**src/rtl/asc_hex_pkg.sv**
```systemverilog
// Shared constants and types for the ASCII-hex stream parser.
// Holds the delimiter byte values and the parser state encoding.
package asc_hex_pkg;

    localparam logic [7:0] CH_TAB   = 8'h09;
    localparam logic [7:0] CH_LF    = 8'h0A;
    localparam logic [7:0] CH_CR    = 8'h0D;
    localparam logic [7:0] CH_SPACE = 8'h20;
    localparam logic [7:0] CH_COMMA = 8'h2C;

    typedef enum logic [1:0] {
        ST_ACCUM,
        ST_POISON,
        ST_HOLD
    } state_t;

endpackage

```
**src/rtl/asc_hex_stream_to_word_if.sv**
```systemverilog
// Byte-in / word-out handshake bundle for the ASCII-hex parser.
// The slave modport is the parser; the master modport is its environment.
interface asc_hex_stream_to_word_if #(
    parameter int WORD_NIBBLES = 8
);

    localparam int DW = 4 * WORD_NIBBLES;
    localparam int LW = $clog2(WORD_NIBBLES + 1);

    logic [7:0]    in_data;
    logic          in_valid;
    logic          in_ready;
    logic [DW-1:0] out_data;
    logic [LW-1:0] out_len;
    logic          out_err;
    logic          out_valid;
    logic          out_ready;

    modport slave (
        input  in_data, in_valid, out_ready,
        output in_ready, out_data, out_len, out_err, out_valid
    );

    modport master (
        output in_data, in_valid, out_ready,
        input  in_ready, out_data, out_len, out_err, out_valid
    );

endinterface

```
**src/rtl/asc_hex_char_decode.sv**
```systemverilog
// Combinational ASCII classifier: hex digit value, hex flag, delimiter flag.
// nyb is only meaningful when is_hex is set.
module asc_hex_char_decode
    import asc_hex_pkg::*;
(
    input  logic [7:0] char_code,
    output logic [3:0] nyb,
    output logic       is_hex,
    output logic       is_delim
);

    always_comb begin
        nyb    = 4'h0;
        is_hex = 1'b0;
        if (char_code >= 8'h30 && char_code <= 8'h39) begin
            is_hex = 1'b1;
            nyb    = 4'(char_code - 8'h30);
        end else if (char_code >= 8'h41 && char_code <= 8'h46) begin
            is_hex = 1'b1;
            nyb    = 4'(char_code - 8'h37);
        end else if (char_code >= 8'h61 && char_code <= 8'h66) begin
            is_hex = 1'b1;
            nyb    = 4'(char_code - 8'h57);
        end
    end

    assign is_delim = (char_code == CH_SPACE) || (char_code == CH_TAB) ||
                      (char_code == CH_LF)    || (char_code == CH_CR)  ||
                      (char_code == CH_COMMA);

endmodule

```
**src/rtl/asc_hex_stream_to_word.sv**
```systemverilog
// Streaming ASCII-hex parser: assembles hex digits MSB-first into a word,
// emitting on a full word or a delimiter, and flagging malformed tokens.
module asc_hex_stream_to_word
    import asc_hex_pkg::*;
#(
    parameter int WORD_NIBBLES = 8,
    parameter bit STRICT       = 1'b1
) (
    input  logic                     clk,
    input  logic                     rst,
    asc_hex_stream_to_word_if.slave  bus
);

    localparam int DW = 4 * WORD_NIBBLES;
    localparam int LW = $clog2(WORD_NIBBLES + 1);
    localparam logic [LW-1:0] FULL = LW'(WORD_NIBBLES);

    logic [3:0]    nyb;
    logic          is_hex;
    logic          is_delim;

    state_t        state, state_nxt;
    logic [DW-1:0] acc;
    logic [DW-1:0] acc_shift;
    logic [LW-1:0] cnt;
    logic [LW-1:0] cnt_inc;

    logic [DW-1:0] out_data_q;
    logic [LW-1:0] out_len_q;
    logic          out_err_q;

    logic          take;
    logic          acc_shift_en;
    logic          acc_clr;
    logic          emit;
    logic          emit_err;

    asc_hex_char_decode u_decode (
        .char_code (bus.in_data),
        .nyb       (nyb),
        .is_hex    (is_hex),
        .is_delim  (is_delim)
    );

    // Shift form keeps WORD_NIBBLES=1 legal (no negative part-select).
    assign acc_shift = (acc << 4) | DW'(nyb);
    assign cnt_inc   = cnt + LW'(1);
    assign take      = bus.in_valid && (state != ST_HOLD);

    always_ff @(posedge clk) begin
        if (rst) state <= ST_ACCUM;
        else     state <= state_nxt;
    end

    always_comb begin
        state_nxt    = state;
        acc_shift_en = 1'b0;
        acc_clr      = 1'b0;
        emit         = 1'b0;
        emit_err     = 1'b0;
        case (state)
            ST_ACCUM: begin
                if (take) begin
                    if (is_hex) begin
                        acc_shift_en = 1'b1;
                        if (cnt_inc == FULL) begin
                            emit      = 1'b1;
                            state_nxt = ST_HOLD;
                        end
                    end else if (is_delim) begin
                        if (cnt != '0) begin
                            emit      = 1'b1;
                            state_nxt = ST_HOLD;
                        end
                    end else if (STRICT) begin
                        state_nxt = ST_POISON;
                    end
                end
            end
            ST_POISON: begin
                if (take && is_delim) begin
                    emit      = 1'b1;
                    emit_err  = 1'b1;
                    state_nxt = ST_HOLD;
                end
            end
            ST_HOLD: begin
                if (bus.out_ready) begin
                    acc_clr   = 1'b1;
                    state_nxt = ST_ACCUM;
                end
            end
            default: state_nxt = ST_ACCUM;
        endcase
    end

    // A completing digit is folded into the emitted word in the same cycle.
    always_ff @(posedge clk) begin
        if (rst) begin
            acc        <= '0;
            cnt        <= '0;
            out_data_q <= '0;
            out_len_q  <= '0;
            out_err_q  <= 1'b0;
        end else begin
            if (acc_clr) begin
                acc <= '0;
                cnt <= '0;
            end else if (acc_shift_en) begin
                acc <= acc_shift;
                cnt <= cnt_inc;
            end
            if (emit) begin
                out_err_q <= emit_err;
                if (emit_err) begin
                    out_data_q <= '0;
                    out_len_q  <= '0;
                end else if (is_hex) begin
                    out_data_q <= acc_shift;
                    out_len_q  <= cnt_inc;
                end else begin
                    out_data_q <= acc;
                    out_len_q  <= cnt;
                end
            end
        end
    end

    assign bus.in_ready  = (state != ST_HOLD);
    assign bus.out_valid = (state == ST_HOLD);
    assign bus.out_data  = out_data_q;
    assign bus.out_len   = out_len_q;
    assign bus.out_err   = out_err_q;

endmodule

```
**src/flat_wrapper.sv**
```systemverilog
// flat-port wrapper written by rule: the top's interface ports become plain ports
module asc_hex_stream_to_word_flat import asc_hex_pkg::*;
#(
    parameter int WORD_NIBBLES = 8,
    parameter bit STRICT       = 1'b1
)
  (clk, rst, bus_in_data, bus_in_valid, bus_out_ready, bus_in_ready, bus_out_data, bus_out_len, bus_out_err, bus_out_valid);
  asc_hex_stream_to_word_if #(.WORD_NIBBLES(WORD_NIBBLES)) bus_i ();
  input  logic clk;
  input  logic rst;
  input wire logic [$bits(bus_i.in_data)-1:0] bus_in_data;
  input wire logic [$bits(bus_i.in_valid)-1:0] bus_in_valid;
  input wire logic [$bits(bus_i.out_ready)-1:0] bus_out_ready;
  output wire logic [$bits(bus_i.in_ready)-1:0] bus_in_ready;
  output wire logic [$bits(bus_i.out_data)-1:0] bus_out_data;
  output wire logic [$bits(bus_i.out_len)-1:0] bus_out_len;
  output wire logic [$bits(bus_i.out_err)-1:0] bus_out_err;
  output wire logic [$bits(bus_i.out_valid)-1:0] bus_out_valid;
  assign bus_i.in_data = bus_in_data;
  assign bus_i.in_valid = bus_in_valid;
  assign bus_i.out_ready = bus_out_ready;
  assign bus_in_ready = bus_i.in_ready;
  assign bus_out_data = bus_i.out_data;
  assign bus_out_len = bus_i.out_len;
  assign bus_out_err = bus_i.out_err;
  assign bus_out_valid = bus_i.out_valid;
  asc_hex_stream_to_word #(.WORD_NIBBLES(WORD_NIBBLES), .STRICT(STRICT)) u_core (.clk(clk), .rst(rst), .bus(bus_i));
endmodule
```
**config.mk**
```make
export PLATFORM = sky130hd
export DESIGN_NAME = asc_hex_stream_to_word_flat
export DESIGN_NICKNAME = d
export VERILOG_FILES = /design/src/rtl/asc_hex_pkg.sv /design/src/rtl/asc_hex_stream_to_word_if.sv /design/src/rtl/asc_hex_char_decode.sv /design/src/rtl/asc_hex_stream_to_word.sv /design/src/flat_wrapper.sv
export SDC_FILE = /design/constraint.sdc
export NUM_CORES = 1
export LEC_CHECK = 0
export BUFFER_PORTS_ARGS = -buffer_cell sky130_fd_sc_hd__buf_2
export CELL_PAD_IN_SITES_DETAIL_PLACEMENT = 2
export CELL_PAD_IN_SITES_GLOBAL_PLACEMENT = 2
export CORE_MARGIN = 10
export CORE_UTILIZATION = 31
export CTS_CLUSTER_DIAMETER = 60
export DETAILED_ROUTE_END_ITERATION = 12
export PLACE_DENSITY = 0.84
export RECOVER_POWER = 25
export SLEW_MARGIN = 40
export SYNTH_ARGS = -nofsm -noshare
export SYNTH_HDL_FRONTEND = slang
export SYNTH_HIERARCHICAL = 1
export SYNTH_SLANG_ARGS = --single-unit
```
**constraint.sdc**
```tcl
create_clock -name clk -period 2 [get_ports clk]
set_input_delay 0 -clock clk [delete_from_list [all_inputs] [get_ports clk]]
set_output_delay 0 -clock clk [all_outputs]
set_load 0.01 [all_outputs]
```
==> results.py <==
metrics = {
    "sta": {
        "min_period_ps": 1980,
        "worst_pin_slew_ps": 466,
        "finalSetupViolCount": 0,
        "hold_violations": 0,
        "fmax_mhz": 504,
        "slew_violations": 0,
        "finClkSkew_ps": 10.3,
        "finalCritPeriodShare_pct": 99.2,
        "slew_headroom_pct": 68.9,
        "tns_ps": 0,
    },
    "floorplan": {
        "num_rows": 39,
        "dieWidth_um": 129,
        "die_h_um": 129,
        "die-area_um2": 16600,
        "initial_core_util_pct": 31.9,
        "core_area_um2": 11500,
        "io_pins": 51,
    },
    "place": {
        "post-place-cells": 619,
        "place.port_buffers": 50,
        "placed_area_um2": 4320,
        "place_congestion": 0.801,
        "dpl.hpwl_um": 9080,
    },
    "synthesis": {
        "yosys.area_share.simple_pct": 22.3,
        "yosys_warnings": 6,
        "muxShareOfSynthArea_pct": 9.53,
        "synth-adder-area-share_pct": 2.04,
        "postSynthAreaPerCell_um2": 8.71,
        "ys_types": 49,
        "ys_ff_latch": 75,
        "yosysTopAreaCell": "dfxtp_1",
        "synth_compound_area_share_pct": 17.3,
        "synthTopCellsByArea": "dfxtp_1, mux2i_1, nand2_1",
        "synthXorXnorAreaFrac_pct": 1.19,
        "synthCells": 422,
        "synth_ff_type": "dfxtp_1",
        "yosysTopAreaCellShare_pct": 40.9,
        "synthArstFlopShare_pct": 0,
        "synth_nets": 440,
        "synth_edf_count": 0,
        "synth_area_um2": 3670,
        "synth_top_family_by_area": "simple AND/OR/NAND/NOR gates",
        "synth-seq-area-share_pct": 40.9,
    },
    "layout": {
        "area_growth_syn_to_layout_pct": 28.3,
        "n_fill_cell": 1283,
        "final_cell_count_no_fill": 641,
        "drive_gt1_share_pct": 23.3,
        "multi_input_area_um2": 2020,
        "final_core_util_pct": 40.9,
        "stdcell_area_um2": 4710,
        "ff_latch_area_um2": 1500,
        "final_nets": 511,
        "antenna_cells": 0,
    },
    "min_path": {
        "worstHoldStart": "rst",
        "hold_depth": 2,
        "hp-class": "in2reg",
        "hold_path_end": "u_core/state[1]",
    },
    "critical_path": {
        "critPathCaptureType": "flip-flop",
        "start_kind": "input pin",
        "r2r_setup_slack_ps": 90,
        "r2r-end": "u_core/bus.out_data[14]",
        "path_class": "in2reg",
        "r2r_start": "u_core/cnt[0]",
        "cp.arrival_ps": 2210,
        "cp.required_ps": 2230,
        "ff2ff_path_depth": 7,
        "critPathLaunch": "bus_in_data[7]",
        "critPathMaxFanout": 10,
    },
    "global_route": {
        "grt_pass1_wl_um": 22600,
        "grt_util_all_layers_pct": 17.4,
        "antenna_found_initial": 0,
        "gr-total-overflow": 0,
        "grt_max_degree": 37,
        "grt_pass1_vias": 3892,
    },
    "drt": {
        "drtIter0Drc": 249,
        "drc": 0,
        "firstDrtPassIters": 4,
        "routed_via_density": 5.42,
        "num_vias": 3473,
        "routed_wirelength_um": 15100,
        "ant_nets": 0,
        "wl_per_cell_um": 23.5,
    },
    "power_and_ir_drop": {
        "p_leak_uw": 0.00181,
        "ir_drop_mv": 0.401,
        "pwr_density_cell_nw_per_um2": 762,
    },
    "cts": {
        "cts_buffers": 9,
        "clk_path_buf_depth": 2,
        "clk_latency_ps": 350,
        "htreeDepth": 3,
        "tritoncts": "done",
        "cts.sinks": 75,
        "cts_root_buf": "clkbuf_16",
        "clk_pin_slew_worst_paths_ps": 70,
    },
    "run_status": {
        "status": "completed",
    },
    "flow_run": {
        "maxCapViolCount": 0,
    },
}
## cells by family (layout without fill, tap and decap cells)
kind of cell               after synthesis  after routing
muxes                                   35             35
DFF                                     75             75
and+or+nand+nor                        161            163
adders and majority gates                6              6
AOI/OAI and AO/OA                       90             90
xor gates and xnor gates                 5              5
buffers and inverters                   50            124
## critical path, cell delays in order
cell	delay (ps)
buf_2	110
or4b_4	530
a311o_1	360
nand2b_4	160
buf_4	140
inv_4	30
a21o_1	240
and3_2	360
o221a_1	290
## cells in the final DEF, fill, tap and decap left out, types with 2 or more instances in the layout
cell / count
and2_1: 2
nand2b_4: 2
clkbuf_16: 9
nor2_1: 11
nor3b_2: 2
o21bai_1: 2
buf_12: 8
mux2i_1: 35
and3_1: 3
a21oi_1: 45
a31oi_1: 7
dfxtp_1: 74
nand2b_1: 6
and3_2: 2
or2_2: 16
ha_1: 4
o221a_1: 16
bufinv_16: 2
nor2b_1: 4
clkbuf_8: 2
nor3b_1: 7
clkbuf_1: 28
buf_2: 23
nand2_1: 92
o211ai_1: 2
dlygate4sd3_1: 2
nor4bb_4: 2
a21o_1: 3
nor3_1: 3
buf_4: 28
inv_1: 18
o21ai_1: 2
xor2_1: 4
## report_power, final
group,switching [uW],internal (uW),leakage (uW),total [uW]
clock,673,1160,0.000159,1830
combinational,151,104,0.00105,255
sequential,8.53,1500,0.000605,1510
## metrics by stage
step,setup slack [ps],hold WS [ps],total power [uW]
final,15.2,202,3590
after global routing,-29.5,232,3700
after CTS,52.7,214,3610
after detailed placement,-311,320,1770
after global placement,-160,291,1760
after floorplan,4.66,114,1660
## flip-flops by register name (all words and copies together) (netlist names)
signal               count
u_core/bus.out_data     32
u_core/acc              32
u_core/state             2
u_core/bus.out_err       1
u_core/bus.out_len       4
u_core/cnt               4
## metal layers
layer,routed length [um],up-vias,GRT usage (%)
met2,7930,77,31.9
li1,-,1591,-
met1,6200,1777,18.8
met3,484,28,3.49
met5,0,-,0
met4,438,0,8.23
## repair_timing
action / CTS / global route
hold endpoints to repair: 2 / 0
hold buffers: 2 / 0
endpoints found under the setup margin: 6 / 61
cloned: 0 / 2
pin swaps: 0 / 3
buffers inserted: 1 / 1
gates resized for setup: 0 / 14
## synth_stat cells (2+ instances only)
cell type,instances
or2_2,16
nor3b_1,9
and3_1,3
nand2b_1,8
o221a_1,16
nor2b_1,4
and2_1,2
nor2_1,11
o21bai_1,2
buf_4,3
buf_2,17
xor2_1,4
a2111oi_0,2
nand2_1,92
mux2i_1,35
a21oi_1,46
nor4bb_1,3
a31oi_1,7
o21ai_0,2
a21o_1,3
clkbuf_1,6
inv_1,19
buf_6,4
nor3_1,3
ha_1,6
dfxtp_1,75
o211ai_1,2
## area by class of cell
type                            count  area share (%)
Tap cell                          143            3.80
Clock buffer                       12            5.44
Clock inverter                      4            1.54
Sequential cell                    75            31.9
Timing Repair Buffer               88            12.9
Multi-Input combinational cell    299            42.8
Inverter                           20            1.65
## how the worst max path moves through the flow
stage / endpoint / slack [ps] / cells after the start
3_5_place_dp: u_core/acc[29] / -310 / 9
6_report: u_core/bus.out_data[7] / 20 / 9
5_1_grt: u_core/bus.out_data[7] / -30 / 9
3_3_place_gp: u_core/bus.out_len[2] / -160 / 11
2_1_floorplan: u_core/bus.out_data[18] / 5 / 9
4_1_cts: u_core/bus.out_data[25] / 50 / 6
Power figures use the tool's default switching activity.
